--- src/rtl/rr_arbiter_4_if.sv ---
// Request/grant bundle between masters and the 4-way round-robin arbiter.
// Signals: req[3:0], done, grant[3:0], grant_id[1:0], busy, timeout.
interface rr_arbiter_4_if;
  logic [3:0] req;
  logic       done;
  logic [3:0] grant;
  logic [1:0] grant_id;
  logic       busy;
  logic       timeout;

  modport master (
    output req, done,
    input  grant, grant_id, busy, timeout
  );

  modport slave (
    input  req, done,
    output grant, grant_id, busy, timeout
  );
endinterface

--- src/rtl/rr_arbiter_4.sv ---
// 4-way round-robin arbiter; owner holds grant until done/req drop.
// Ports: clk, rst_n (async low), bus (slave: req, done -> grant,
// grant_id, busy, timeout). Macro ARB_TIMEOUT_EN adds forced release
// after MAX_HOLD cycles; otherwise timeout is tied low.
module rr_arbiter_4 #(
  parameter int MAX_HOLD = 16,
  parameter int CNT_W    = 8
) (
  input  logic          clk,
  input  logic          rst_n,
  rr_arbiter_4_if.slave bus
);

  if (MAX_HOLD < 2 || MAX_HOLD > 255 || (2 ** CNT_W) <= MAX_HOLD)
  begin : g_bad_cfg
    $error("rr_arbiter_4: bad MAX_HOLD/CNT_W");
  end

  typedef enum logic {IDLE, GRANTED} state_t;

  state_t     state;
  logic [1:0] ptr;

  function automatic logic [3:0] dec(input logic [1:0] id);
    logic [3:0] oh;
    oh = '0;
    oh[id] = 1'b1;
    return oh;
  endfunction

  // {hit, id}: first set bit from p upward with wrap.
  // Walks offsets high to low so the smallest offset wins.
  function automatic logic [2:0] pick(
    input logic [3:0] r,
    input logic [1:0] p
  );
    logic [2:0] res;
    logic [1:0] idx;
    res = '0;
    for (int i = 3; i >= 0; i--) begin
      idx = p + 2'(i);
      if (r[idx]) res = {1'b1, idx};
    end
    return res;
  endfunction

  logic [2:0] idle_pick;
  logic [2:0] hand_pick;
  logic [1:0] nxt_ptr;
  logic       nrm_rel;
  logic       force_rel;
  logic       rel;

  always_comb begin
    nxt_ptr   = bus.grant_id + 2'd1;
    nrm_rel   = bus.done | ~bus.req[bus.grant_id];
    rel       = nrm_rel | force_rel;
    idle_pick = pick(bus.req, ptr);
    // Outgoing owner masked: it cannot win its own release edge.
    hand_pick = pick(bus.req & ~dec(bus.grant_id), nxt_ptr);
  end

`ifdef ARB_TIMEOUT_EN
  logic [CNT_W-1:0] cnt;

  assign force_rel = (state == GRANTED) &&
                     (cnt == CNT_W'(MAX_HOLD - 1)) &&
                     !nrm_rel;

  always_ff @(posedge clk or negedge rst_n) begin
    if (!rst_n) begin
      cnt <= '0;
    end else if (state == GRANTED && !rel) begin
      cnt <= cnt + 1'b1;
    end else begin
      cnt <= '0;
    end
  end
`else
  assign force_rel = 1'b0;
`endif

  always_ff @(posedge clk or negedge rst_n) begin
    if (!rst_n) begin
      state        <= IDLE;
      ptr          <= '0;
      bus.grant    <= '0;
      bus.grant_id <= '0;
      bus.busy     <= 1'b0;
      bus.timeout  <= 1'b0;
    end else begin
      bus.timeout <= 1'b0;
      unique case (state)
        IDLE: begin
          if (idle_pick[2]) begin
            state        <= GRANTED;
            bus.grant_id <= idle_pick[1:0];
            bus.grant    <= dec(idle_pick[1:0]);
            bus.busy     <= 1'b1;
          end
        end
        GRANTED: begin
          if (rel) begin
            ptr         <= nxt_ptr;
            bus.timeout <= force_rel;
            if (hand_pick[2]) begin
              bus.grant_id <= hand_pick[1:0];
              bus.grant    <= dec(hand_pick[1:0]);
            end else begin
              state     <= IDLE;
              bus.grant <= '0;
              bus.busy  <= 1'b0;
            end
          end
        end
        default: state <= IDLE;
      endcase
    end
  end

endmodule
--- src/flat_wrapper.sv ---
// flat-port wrapper written by rule: the top's interface ports become plain ports
module rr_arbiter_4_flat 
#(
  parameter int MAX_HOLD = 16,
  parameter int CNT_W    = 8
)
  (clk, rst_n, bus_req, bus_done, bus_grant, bus_grant_id, bus_busy, bus_timeout);
  rr_arbiter_4_if bus_i ();
  input  logic clk;
  input  logic rst_n;
  input wire logic [$bits(bus_i.req)-1:0] bus_req;
  input wire logic [$bits(bus_i.done)-1:0] bus_done;
  output wire logic [$bits(bus_i.grant)-1:0] bus_grant;
  output wire logic [$bits(bus_i.grant_id)-1:0] bus_grant_id;
  output wire logic [$bits(bus_i.busy)-1:0] bus_busy;
  output wire logic [$bits(bus_i.timeout)-1:0] bus_timeout;
  assign bus_i.req = bus_req;
  assign bus_i.done = bus_done;
  assign bus_grant = bus_i.grant;
  assign bus_grant_id = bus_i.grant_id;
  assign bus_busy = bus_i.busy;
  assign bus_timeout = bus_i.timeout;
  rr_arbiter_4 #(.MAX_HOLD(MAX_HOLD), .CNT_W(CNT_W)) u_core (.clk(clk), .rst_n(rst_n), .bus(bus_i));
endmodule
--- config.mk ---
export PLATFORM = sky130hd
export DESIGN_NAME = rr_arbiter_4_flat
export DESIGN_NICKNAME = d
export VERILOG_FILES = /design/src/rtl/rr_arbiter_4_if.sv /design/src/rtl/rr_arbiter_4.sv /design/src/flat_wrapper.sv
export SDC_FILE = /design/constraint.sdc
export NUM_CORES = 1
export LEC_CHECK = 0
export BUFFER_PORTS_ARGS = -buffer_cell sky130_fd_sc_hd__clkbuf_2
export CORE_MARGIN = 3
export CORE_UTILIZATION = 57
export CTS_CLUSTER_DIAMETER = 30
export CTS_CLUSTER_SIZE = 40
export DETAILED_ROUTE_END_ITERATION = 10
export PLACE_DENSITY = 0.88
export REMOVE_ABC_BUFFERS = 1
export SLEW_MARGIN = 20
export SYNTH_ARGS = -nofsm -noshare
export SYNTH_HDL_FRONTEND = slang
export SYNTH_SLANG_ARGS = --single-unit
--- constraint.sdc ---
create_clock -name clk -period 5.75 [get_ports clk]
set_clock_uncertainty 0.15 [all_clocks]
set_input_delay 1.4375 -clock clk [delete_from_list [all_inputs] [get_ports clk]]
set_output_delay 1.4375 -clock clk [all_outputs]
set_load 0.05 [all_outputs]
==> metrics.md, run 1 <==
| Metric | Value |
|---|---|
| DR top layer | met3 |
| Post-synthesis cell area | 805 µm² |
| Leakage | 0.000410 µW |
| Fmax | 340 MHz |
| Max-slew headroom | 65.9% |
| Vias in the first global route | around 660 |
| Routed wl met3 | 89 µm |
| CORE AREA | 1220 µm² |
| Antenna-violating nets left | 0 |
| Worst hold path type | flop to flop |
| Final count of hold timing violations | 0 |
| Largest area contributor in the netlist | dfrtp_1 |
| Post-layout util | 73.1% |
| DIE WIDTH | 43.6 µm |
| Initial DRC Count | 10 |
| Post-synth top flop | dfrtp_1 |
| Most common cell in the netlist | dfrtp_1 |
| Routability Congestion | 0.946 |
| Sequential area share after synthesis | 31.1% |
| Max FO, Critical Path | 7 |
| Hold_buf cts | 0 |
| Port bufs | 13 |
| Synth top area cells | dfrtp_1, ha_1, o21ai_0 |
| Die Ht | between 40 and 50 µm |
| Root Driver | clkbuf_4 |
| Sum Neg Setup Slack | 0 ns |
| First-pass GRT wire length | between 2 and 3 mm |
| Post-CTS resize count | 0 |
| Final worst-path cycle share | between 50% and 60% |
| Vias | approximately 700 |
| Wire per inst | between 15 and 20 µm |
| CP endpoint kind | flop |
| Router iterations before antenna repair | 4 |
| Reg-to-reg startpoint | u_core.bus.grant_id[0]$_DFFE_PN0P_ |
| Clk Latency, worst-skew pair | 0.26 ns |
| # fillers | 101 |
| Total wire length | 1.77 mm |
| Via density | 6.14 |
| Worst Hold Launch | u_core.bus.busy$_DFFE_PN0P_ |
| # Max-Cap Violations | 0 |
| Mean Syn Cell Area | slightly above 9 µm² |
| Site Rows | 12 |
| Top-area cell type share of the netlist area | 31.1% |
| Setup Viol. Count Final | 0 |
| Share of flip-flops with an asynchronous set or reset | 100% |
| Cts bufs inserted | 3 |
| Cell variety after synth | 44 |
| Max Slew Vio Count | 0 |
| Met2 Wirelength | between 800 and 900 µm |
| Status | finished, final reports clean |
| Grt total ovfl | 0 |
| Measured slew at the worst slew-check pin | 0.511 ns |
| Seq cells post-synth | 10 |
| Area Overhead vs Synth | 10.6% |
| Clock slew seen by the registers of the worst setup and hold paths | 0.06 ns |
| DRC | 0 |
| Longest Clk Path Bufs | 2 |
| Synth top cells by count | dfrtp_1, inv_1, nand2_1 |
| Worst EP required | 5.74 ns |
| Startpoint types | primary input |
| Met1 wire length | 815 µm |
| H-tree levels | 1 |
| HPWL Detailed | 1.41 mm |
| Max IR drop VDD | about 0.38 mV |
| CTS tree | built |
| GRT Total Usage | about a fifth |
| Initial Utilization | 66.2% |
| Post-synth EDFFs | 0 |
| Setup repair bufs after CTS | 0 |
| Yosys warning count | 0 |
| Largest net degree at the start of global routing | 11 |
| Power Dens Cells | about 640 nW/µm² |
| CP Class | primary input to flop |
| I/O pin cnt | 15 |
| Tmin final | approximately 2.9 ns |
| # diodes | 0 |
| Nets | 112 |
| Synthesized instance count | 86 |
| CP Data Arrival Time | around 3 ns |
| RSZ-0062 raised after global routing | false |
| Die area | around 1900 µm² |
| Share of cells above drive strength 1 | between 20% and 30% |
| Critical Path Start | bus_req[1] |
| Clock Sinks | 10 |
| Initial antenna violation count | 0 |
==> worst paths after layout <==
path                                                       to  slack (ns)  cells after the start
setup / recovery              u_core.bus.grant[0]$_DFFE_PN0P_        2.81                      6
min in group asynchronous           u_core.ptr[0]$_DFFE_PN0P_        0.88                      1
max in group asynchronous  u_core.bus.grant_id[0]$_DFFE_PN0P_        4.37                      1
hold reg to reg                   u_core.bus.busy$_DFFE_PN0P_        0.33                      1
setup reg to reg           u_core.bus.grant_id[0]$_DFFE_PN0P_        3.47                      6
hold / removal                    u_core.bus.busy$_DFFE_PN0P_        0.33                      1
==> metal layers <==
| layer | vias to the layer above | global-route usage, % |
|---|---|---|
| li1 | 346 | - |
| met2 | 14 | 34.6 |
| met5 | - | 0 |
| met4 | 0 | 1.81 |
| met3 | 0 | 7.47 |
| met1 | 334 | 25.0 |
==> worst max-delay path, stage by stage <==
cell	delay [ns]
clkbuf_2	0.15
nor4_1	0.47
nor2_1	0.19
a21oi_1	0.42
inv_1	0.12
a2bb2oi_1	0.15
==> logic make-up after synthesis <==
| group | count (synthesis) | share of synthesized area (%) |
|---|---|---|
| AND/OR/NAND/NOR | 30 | 23.6 |
| AO/OA/AOI/OAI | 27 | 25.5 |
| buffers and inverters | 10 | 5.75 |
| flip-flops | 10 | 31.1 |
| multiplexers | 4 | 7.31 |
| adder cells (fa/ha/maj) | 4 | 6.22 |
| other | 1 | 0.466 |
==> report_power, final <==
| group | internal [µW] | switching [µW] |
|---|---|---|
| Clock | 24.0 | 21.0 |
| Combinational | 147 | 233 |
| Sequential | 105 | 38.9 |
==> sequential cells by signal, summed over array words and instances (netlist names) <==
name / count
u_core.bus.busy: 1
u_core.bus.grant: 4
u_core.bus.grant_id: 2
u_core.ptr: 2
u_core.state: 1
==> layout by cell type (no fill, tap or decap), drive strengths merged, types with 2 or more instances in the layout <==
cell / n
ha: 4
a21oi: 5
or2b: 2
mux2: 2
a21o: 2
nand3b: 3
nand2b: 4
nand2: 7
dfrtp: 10
o21ai: 6
and2b: 3
a31oi: 2
nor2: 2
clkbuf: 16
inv: 7
==> through the flow <==
| step | instances | hold slack [ns] | worst slack [ns] | cell area [µm²] | power, µW |
|---|---|---|---|---|---|
| 2_1_floorplan | 83 | 0.321 | 2.91 | 785 | 438 |
| 3_3_place_gp | 110 | 0.315 | 2.71 | 867 | 506 |
| 3_5_place_dp | 110 | 0.318 | 2.56 | 867 | 521 |
| 4_1_cts | 113 | 0.331 | 2.80 | 890 | 568 |
| 5_1_grt | 113 | 0.359 | 2.75 | 890 | 612 |
| 6_report | 113 | 0.330 | 2.81 | 890 | 568 |
==> cell type report <==
| class | instances | area [µm²] | area share (%) |
|---|---|---|---|
| clock buffer | 3 | 22.5 | 2.53 |
| timing repair buffer | 13 | 65.1 | 7.31 |
| multi-input combinational | 66 | 508 | 57.1 |
| inverter | 7 | 26.3 | 2.95 |
| tap | 14 | 17.5 | 1.97 |
| sequential | 10 | 250 | 28.1 |
No activity file was read; power rests on OpenSTA's default activity.
==> inputs of run 2 (changes only) <==
--- a/config.mk
+++ b/config.mk
@@ -5,13 +5,14 @@
 export SDC_FILE = /design/constraint.sdc
 export NUM_CORES = 1
 export LEC_CHECK = 0
+export ABC_AREA = 1
 export BUFFER_PORTS_ARGS = -buffer_cell sky130_fd_sc_hd__clkbuf_2
 export CORE_MARGIN = 3
-export CORE_UTILIZATION = 57
+export CORE_UTILIZATION = 56
 export CTS_CLUSTER_DIAMETER = 30
 export CTS_CLUSTER_SIZE = 40
 export DETAILED_ROUTE_END_ITERATION = 10
-export PLACE_DENSITY = 0.88
+export PLACE_DENSITY = 0.84
 export REMOVE_ABC_BUFFERS = 1
 export SLEW_MARGIN = 20
 export SYNTH_ARGS = -nofsm -noshare
==> constraint.sdc (replaced) <==
create_clock -name clk -period 3.1 [get_ports clk]
set_clock_uncertainty 0.15 [all_clocks]
set_input_delay 0.775 -clock clk [delete_from_list [all_inputs] [get_ports clk]]
set_output_delay 0.775 -clock clk [all_outputs]
set_load 0.05 [all_outputs]
==> run 2 against run 1 <==
Non-clock buffer count stayed put. Sequential share of layout area is 6.4 points lower. Via count is 58% higher. Register-to-register slack worse by 2.8 ns. Worst hold slack worse by 0.11 ns. Synthesized area is 33% higher. Global-route usage is 1.4 points higher. Synthesized cell count is 100% higher. Wire length is 30% higher. Utilization is 7.9 points lower.
==> metrics.md, run 2 <==
| Metric | Value |
|---|---|
| Status | finished, final reports clean (unchanged) |
| HPWL Detailed | 1.89 mm (was 1.41 mm) |
| Initial Utilization | 60.6% (was 66.2%) |
| Wire per inst | 10.9 µm (was 15.6 µm) |
| First-pass GRT wire length | 4.18 mm (was 2.87 mm) |
| Tmin final | ~2.4 ns |
| # diodes | 0 (unchanged) |
| Max-slew headroom | 62.9% (was 65.9%) |
| Hold_buf cts | 0 (unchanged) |
| Vias | 1098 (was 694) |
| Seq cells post-synth | 10 (unchanged) |
| Synth top area cells | dfrtp_1, nand2_1, nand3_1 (was dfrtp_1, ha_1, o21ai_0) |
| Share of flip-flops with an asynchronous set or reset | 100% (unchanged) |
| Top-area cell type share of the netlist area | 23.4% (was 31.1%) |
| Total wire length | 2.29 mm (was 1.77 mm) |
| Startpoint types | flop (was primary input) |
| Setup repair bufs after CTS | 0 (unchanged) |
| CORE AREA | 1760 µm² (was 1220 µm²) |
| Nets | 198 (was 112) |
| Inst Count DP | 207 (was 110) |
| Synthesized instance count | 173 (was 86) |
| Post-synth top flop | dfrtp_1 (unchanged) |
| Largest register FFs | 4 (unchanged) |
| Commonest non-fill, non-tap cell in the layout | nand2_1 (was clkbuf_2) |
| Die Ht | 49.7 µm (was 43.6 µm) |
| Post-route setup slack | 0.708 ns (was 2.81 ns) |
| Die area | 2470 µm² (was 1900 µm²) |
| Layout Cells excl Fill | 210 (was 113) |
| Clock Sinks | 10 (unchanged) |
| Clk Latency, worst-skew pair | 0.26 ns (about the same) |
| Worst Path Buf+Inv | 2 (unchanged) |
| Slowest stage delay, CP | 0.69 ns (was 0.47 ns) |
| CP Data Arrival Time | 2.39 ns (was 2.93 ns) |
| Max Slew Vio Count | 0 (unchanged) |
| Port bufs | 13 (unchanged) |
| CP Class | flop to flop (was primary input to flop) |
| Mean Syn Cell Area | 6.18 µm² (was 9.35 µm²) |
| Cell mode on critical path | nand2_1 |
| Antenna-violating nets left | 0 (unchanged) |
| Grt total ovfl | 0 (unchanged) |
| Biggest register | u_core.bus.grant (unchanged) |
| GRT Total Usage | 21.5% (was 20.2%) |
| RSZ-0062 raised after global routing | false (unchanged) |
| Synth top cells by count | nand2_1, nand3_1, inv_1 (was dfrtp_1, inv_1, nand2_1) |
| Met1 GRT Util | 29.1% (was 25.0%) |
| Router iterations before antenna repair | 4 (unchanged) |
| # Max-Cap Violations | 0 (unchanged) |
| CTS tree | built (unchanged) |
| Root Driver | clkbuf_4 (unchanged) |
| Setup WS pre-CTS | 0.750 ns (was 2.56 ns) |
| H-tree levels | 1 (unchanged) |
| Clock slew seen by the registers of the worst setup and hold paths | 0.06 ns (about the same) |
| Met3 usage | 2.72% (was 7.47%) |
| Worst hold path type | primary input to asynchronous set/reset pin (was flop to flop) |
| Largest area contributor in the netlist | dfrtp_1 (unchanged) |
| Max FO, Critical Path | 13 (was 7) |
| DRC | 0 (unchanged) |
| Slowest CP cell | dfrtp_1 (was nor4_1) |
| Most common cell in the netlist | nand2_1 (was dfrtp_1) |
| I/O pin cnt | 15 (unchanged) |
| Post-synthesis cell area | 1070 µm² (was 805 µm²) |
| DIE WIDTH | 49.7 µm (was 43.6 µm) |
| Most frequent cells in the layout | nand2_1, nand3_1, inv_1, nor2_1, clkbuf_2 (was clkbuf_2, dfrtp_1, inv_1, nand2_1, o21ai_0) |
| Share of cells above drive strength 1 | 23.8% (was 27.3%) |
| GR peak layer | met2 (unchanged) |
| Longest Clk Path Bufs | 2 (unchanged) |
| Met2 GRT Util | 35.5% (was 34.6%) |
| Fmax | 418 MHz |
| Yosys warning count | 0 (unchanged) |
| Site Rows | 15 (was 12) |
| Final worst-path cycle share | 77.1% |
| CP endpoint kind | flop (unchanged) |
| Area Overhead vs Synth | 7.60% (was 10.6%) |
| Worst EP required | 3.10 ns (was 5.74 ns) |
| Critical-path cell list | inv_8 > ha_1 > inv_1 > nand2_1 > nand2_1 > nor2_1 > nand2_1 > nand3_1 > nand2_1 > o21ai_0 > o21ai_1 (was clkbuf_2 > nor4_1 > nor2_1 > a21oi_1 > inv_1 > a2bb2oi_1) |
| Sequential area share after synthesis | 23.4% (was 31.1%) |
| Post-synth EDFFs | 0 (unchanged) |
| Measured slew at the worst slew-check pin | 0.557 ns (was 0.511 ns) |
| Largest registers | u_core.bus.grant x4, u_core.bus.grant_id x2, u_core.ptr x2 (unchanged) |
| Cell variety after synth | 20 (was 44) |
| Routability Congestion | 0.821 (was 0.946) |
| # fillers | 177 (was 101) |
| Vias in the first global route | 981 (was 657) |
| Sum Neg Setup Slack | 0 ns (unchanged) |
| CP delay by family, top | flip-flops (was simple AND/OR/NAND/NOR gates) |
| Post-CTS resize count | 0 (unchanged) |
| Setup Viol. Count Final | 0 (unchanged) |
| Largest net degree at the start of global routing | 14 (was 11) |
| Initial antenna violation count | 0 (unchanged) |
| Initial DRC Count | 29 (was 10) |
| Cts bufs inserted | 3 (unchanged) |
| Via density | 5.23 (was 6.14) |
| Final count of hold timing violations | 0 (unchanged) |
-- run 2: cell count changes after synthesis, moves of 4 or more --
cell | previous run | this run
nand2_2 | 0 | 12
inv_1 | 7 | 19
nor2_1 | 2 | 16
nand2_1 | 7 | 51
inv_2 | 0 | 6
o21ai_1 | 0 | 4
nand3_1 | 1 | 22
nand3_2 | 0 | 7
-- run 2: layout make-up --
| type | instances | area [µm²] | area share [%] |
|---|---|---|---|
| clock buffer | 3 | 22.5 | 1.96 |
| tap | 25 | 31.3 | 2.72 |
| multi-input combinational | 132 | 673 | 58.5 |
| sequential | 10 | 250 | 21.7 |
| timing repair buffer | 13 | 65.1 | 5.65 |
| inverter | 27 | 109 | 9.46 |
-- run 2: per-layer routing --
layer / vias to the layer above / wire length, µm
met1: 505 / 1080
met2: 21 / 1120
met5: - / 0
li1: 567 / -
met4: 0 / 39
met3: 5 / 58
-- run 2: logic make-up (layout without fill, tap and decap cells) --
logic type	after synthesis	after routing	share of synthesized area, %
and+or+nand+nor	110	110	48.9
buffers and inverters	31	43	13.7
AOI/OAI and AO/OA	16	16	7.49
DFF	10	10	23.4
adders and majority gates	4	4	4.68
other	1	1	0.351
xor gates and xnor gates	1	1	1.52
-- run 2: path summary, 6_finish.rpt --
check	start	endpoint	slack, ns	cells past startpoint
setup / recovery	u_core.bus.grant_id[0]$_DFFE_PN0P_	u_core.bus.grant_id[1]$_DFFE_PN0P_	0.71	11
hold / removal	rst_n	u_core.bus.grant[1]$_DFFE_PN0P_	0.22	1
setup reg to reg	u_core.bus.grant_id[0]$_DFFE_PN0P_	u_core.bus.grant_id[1]$_DFFE_PN0P_	0.71	11
hold reg to reg	u_core.bus.grant[1]$_DFFE_PN0P_	u_core.bus.grant[1]$_DFFE_PN0P_	0.33	2
max in group asynchronous	rst_n	u_core.ptr[1]$_DFFE_PN0P_	2.37	1
min in group clk	u_core.bus.grant[1]$_DFFE_PN0P_	u_core.bus.grant[1]$_DFFE_PN0P_	0.33	2
-- run 2: worst register-to-register path, cell delays in order, from the launching register on --
cell     delay, ns
dfrtp_1       0.69
inv_8         0.09
ha_1          0.39
inv_1         0.11
nand2_1       0.10
nand2_1       0.08
nor2_1        0.16
nand2_1       0.12
nand3_1       0.10
nand2_1       0.09
o21ai_0       0.10
o21ai_1       0.08
-- run 2: through the flow --
| step | utilization, % | hold WS, ns | instance area (µm²) |
|---|---|---|---|
| floorplan | - | 0.329 | 1030 |
| global placement | 64.0 | 0.315 | 1130 |
| detailed placement | 64.0 | 0.323 | 1130 |
| CTS | 65.2 | 0.222 | 1150 |
| global route | 65.2 | 0.237 | 1150 |
| finish | 65.2 | 0.223 | 1150 |
Power of run 2 is not shown: default switching activity piles up to over one toggle a cycle in this logic, so the estimate is an artifact.
==> inputs of run 3 (changes only) <==
--- a/config.mk
+++ b/config.mk
@@ -5,14 +5,14 @@
 export SDC_FILE = /design/constraint.sdc
 export NUM_CORES = 1
 export LEC_CHECK = 0
-export ABC_AREA = 1
+export ABC_AREA = 0
 export BUFFER_PORTS_ARGS = -buffer_cell sky130_fd_sc_hd__clkbuf_2
 export CORE_MARGIN = 3
-export CORE_UTILIZATION = 56
+export CORE_UTILIZATION = 48
 export CTS_CLUSTER_DIAMETER = 30
 export CTS_CLUSTER_SIZE = 40
 export DETAILED_ROUTE_END_ITERATION = 10
-export PLACE_DENSITY = 0.84
+export PLACE_DENSITY = 0.79
 export REMOVE_ABC_BUFFERS = 1
 export SLEW_MARGIN = 20
 export SYNTH_ARGS = -nofsm -noshare
==> constraint.sdc (replaced) <==
create_clock -name clk -period 2 [get_ports clk]
set_clock_uncertainty 0.15 [all_clocks]
set_input_delay 0.5 -clock clk [delete_from_list [all_inputs] [get_ports clk]]
set_output_delay 0.5 -clock clk [all_outputs]
set_load 0.05 [all_outputs]
==> run 3 against run 2 <==
The flow now finishes with violations (negative setup slack). Worst hold slack improved by 0.12 ns. First-iteration DRC count shrank 17%. Worst setup slack got worse by 0.89 ns. Sequential share of layout area is 0.65 points lower. Global-route usage grew 1.4 points. Critical endpoint unchanged.
==> metrics.md, run 3 (synthesis results as in run 1) <==
| Metric | Value |
|---|---|
| CP endpoint kind | flop (unchanged) |
| Routed wl met3 | 137 µm (was 58 µm) |
| Port bufs | 13 (unchanged) |
| HPWL Detailed | 1.53 mm (was 1.89 mm) |
| Post-route setup slack | -0.178 ns (was 0.708 ns) |
| Register-to-register path setup slack | -0.18 ns (was 0.71 ns) |
| Inst Count DP | 128 (was 207) |
| Leakage | 0.000559 µW |
| Tmin final | 2.18 ns (was 2.39 ns) |
| Via density | 5.88 (was 5.23) |
| Worst hold path type | flop to flop (was primary input to asynchronous set/reset pin) |
| Clock Sinks | 10 (unchanged) |
| CORE AREA | 1540 µm² (was 1760 µm²) |
| Clk Latency, worst-skew pair | 0.27 ns (was 0.26 ns) |
| Share of cells above drive strength 1 | 56.0% (was 23.8%) |
| First-pass GRT wire length | 3.46 mm (was 4.18 mm) |
| # Max-Cap Violations | 0 (unchanged) |
| Clock slew seen by the registers of the worst setup and hold paths | 0.05 ns (was 0.06 ns) |
| Final count of hold timing violations | 0 (unchanged) |
| Reg-to-reg startpoint | u_core.bus.grant_id[1]$_DFFE_PN0P_ (was u_core.bus.grant_id[0]$_DFFE_PN0P_) |
| DIE WIDTH | 46.9 µm (was 49.7 µm) |
| Total wire length | 2.37 mm (was 2.29 mm) |
| Met1 wire length | 1.03 mm (was 1.08 mm) |
| Initial DRC Count | 24 (was 29) |
| Die area | 2200 µm² (was 2470 µm²) |
| Worst EP required | 1.99 ns (was 3.10 ns) |
| Max Slew Vio Count | 0 (unchanged) |
| RSZ-0062 raised after global routing | true (was false) |
| Measured slew at the worst slew-check pin | 0.508 ns (was 0.557 ns) |
| Vias in the first global route | 790 (was 981) |
| Worst Hold Launch | u_core.bus.grant[3]$_DFFE_PN0P_ |
| Final worst-path cycle share | 109% (was 77.1%) |
| Router iterations before antenna repair | 4 (unchanged) |
| Met2 Wirelength | 1.14 mm (was 1.12 mm) |
| WHS Endpoint | u_core.bus.grant[3]$_DFFE_PN0P_ |
| Commonest non-fill, non-tap cell in the layout | buf_4 (was nand2_1) |
| Max-slew headroom | 66.2% (was 62.9%) |
| Initial antenna violation count | 0 (unchanged) |
| H-tree levels | 1 (unchanged) |
| # diodes | 0 (unchanged) |
| Failing checks | negative setup slack |
| Cts bufs inserted | 3 (unchanged) |
| Grt total ovfl | 0 (unchanged) |
| Die Ht | 46.9 µm (was 49.7 µm) |
| Antenna-violating nets left | 0 (unchanged) |
| GRT Total Usage | 23.0% (was 21.5%) |
| I/O pin cnt | 15 (unchanged) |
| Worst reg-to-reg path cell count | 8 (was 11) |
| # fillers | 97 (was 177) |
| Wire per inst | 16.8 µm (was 10.9 µm) |
| Setup Viol. Count Final | 6 (was 0) |
| CP Data Arrival Time | 2.17 ns (was 2.39 ns) |
| Vias | 829 (was 1098) |
| Largest net degree at the start of global routing | 11 (was 14) |
| Largest registers | u_core.bus.grant x4, u_core.bus.grant_id x2, u_core.ptr x2 (unchanged) |
| Power Dens Cells | 1830 nW/µm² |
| Nets | 138 (was 198) |
| Status | finished, violations left (was finished, final reports clean) |
| DRC | 0 (unchanged) |
| Root Driver | clkbuf_4 (unchanged) |
| End of the worst register-to-register path | u_core.bus.grant_id[1]$_DFFE_PN0P_ (unchanged) |
| Initial Utilization | 52.2% (was 60.6%) |
| Routability Congestion | 0.857 (was 0.821) |
| Longest Clk Path Bufs | 2 (unchanged) |
| Post-layout util | 77.4% (was 65.2%) |
| Site Rows | 14 (was 15) |
| Most frequent cells in the layout | buf_4, clkbuf_2, dfrtp_1, inv_1, nand2_1 (was nand2_1, nand3_1, inv_1, nor2_1, clkbuf_2) |
| Startpoint types | flop (unchanged) |
| Largest register FFs | 4 (unchanged) |
| CP Class | flop to flop (unchanged) |
| Hold Crit Depth | 2 |
| Max FO, Critical Path | 6 (was 13) |
| CTS tree | built (unchanged) |
| Max IR drop VDD | 1.04 mV |
| Biggest register | u_core.bus.grant (unchanged) |
| Area Overhead vs Synth | 48.2% (was 7.60%) |
| Fmax | 459 MHz (was 418 MHz) |
| Layout Cells excl Fill | 141 (was 210) |
| DR top layer | met4 (unchanged) |
## run 3: layer usage
metal / global-route usage [%] / vias up
met5: 0 / -
met4: 9.39 / 0
met3: 8.43 / 10
met2: 37.7 / 31
met1: 27.0 / 398
li1: - / 390
## run 3: layout make-up
| class | instances | area [µm²] | area share [%] |
|---|---|---|---|
| Clock buffer | 3 | 22.5 | 1.89 |
| Inverter | 7 | 26.3 | 2.20 |
| Multi-Input combinational cell | 66 | 597 | 50.1 |
| Sequential cell | 10 | 251 | 21.1 |
| Tap cell | 16 | 20.0 | 1.68 |
| Timing Repair Buffer | 39 | 275 | 23.1 |
## run 3: repair_timing
action / 4_1_cts / 5_1_grt
pin swaps: 4 / 5
setup buffers: 7 / 3
hold buffers: 1 / 0
gates resized for setup: 13 / 14
hold endpoints to repair: 10 / 0
endpoints found under the setup margin: 5 / 9
## run 3: where the power goes
part	internal [µW]	switching [µW]	total [µW]
registers	304	83.6	388
clock network	69.3	64.6	134
logic	750	911	1660
total	1120	1060	2180
## run 3: how the worst max path moves through the flow
stage / from / end
3_5_place_dp: u_core.bus.grant_id[1]$_DFFE_PN0P_ / u_core.bus.grant_id[0]$_DFFE_PN0P_
4_1_cts: u_core.bus.grant_id[1]$_DFFE_PN0P_ / u_core.bus.grant_id[1]$_DFFE_PN0P_
2_1_floorplan: u_core.bus.grant_id[0]$_DFFE_PN0P_ / u_core.bus.grant_id[0]$_DFFE_PN0P_
5_1_grt: u_core.bus.grant_id[1]$_DFFE_PN0P_ / u_core.bus.grant_id[1]$_DFFE_PN0P_
3_3_place_gp: u_core.bus.grant_id[1]$_DFFE_PN0P_ / u_core.bus.grant_id[0]$_DFFE_PN0P_
6_report: u_core.bus.grant_id[1]$_DFFE_PN0P_ / u_core.bus.grant_id[1]$_DFFE_PN0P_
## run 3: through the flow
stage	hold WS [ns]	power, µW	instance area [µm²]	setup slack (ns)	setup TNS (ns)
detailed placement	0.229	1630	1000	-0.178	-0.750
global placement	0.221	1580	1000	-0.119	-0.418
finish	0.345	2180	1190	-0.178	-0.709
floorplan	0.0544	1260	785	-0.410	-2.05
CTS	0.337	1960	1130	-0.101	-0.373
global route	0.394	2320	1190	-0.218	-1.16
## run 3: worst max-delay path, stage by stage (launching register included)
cell and delay, ns:
dfrtp_2 0.44, inv_2 0.08, ha_4 0.16, buf_4 0.13, nand3b_1 0.19, a311oi_2 0.37
or4_4 0.20, o21ai_0 0.08, mux2_2 0.26
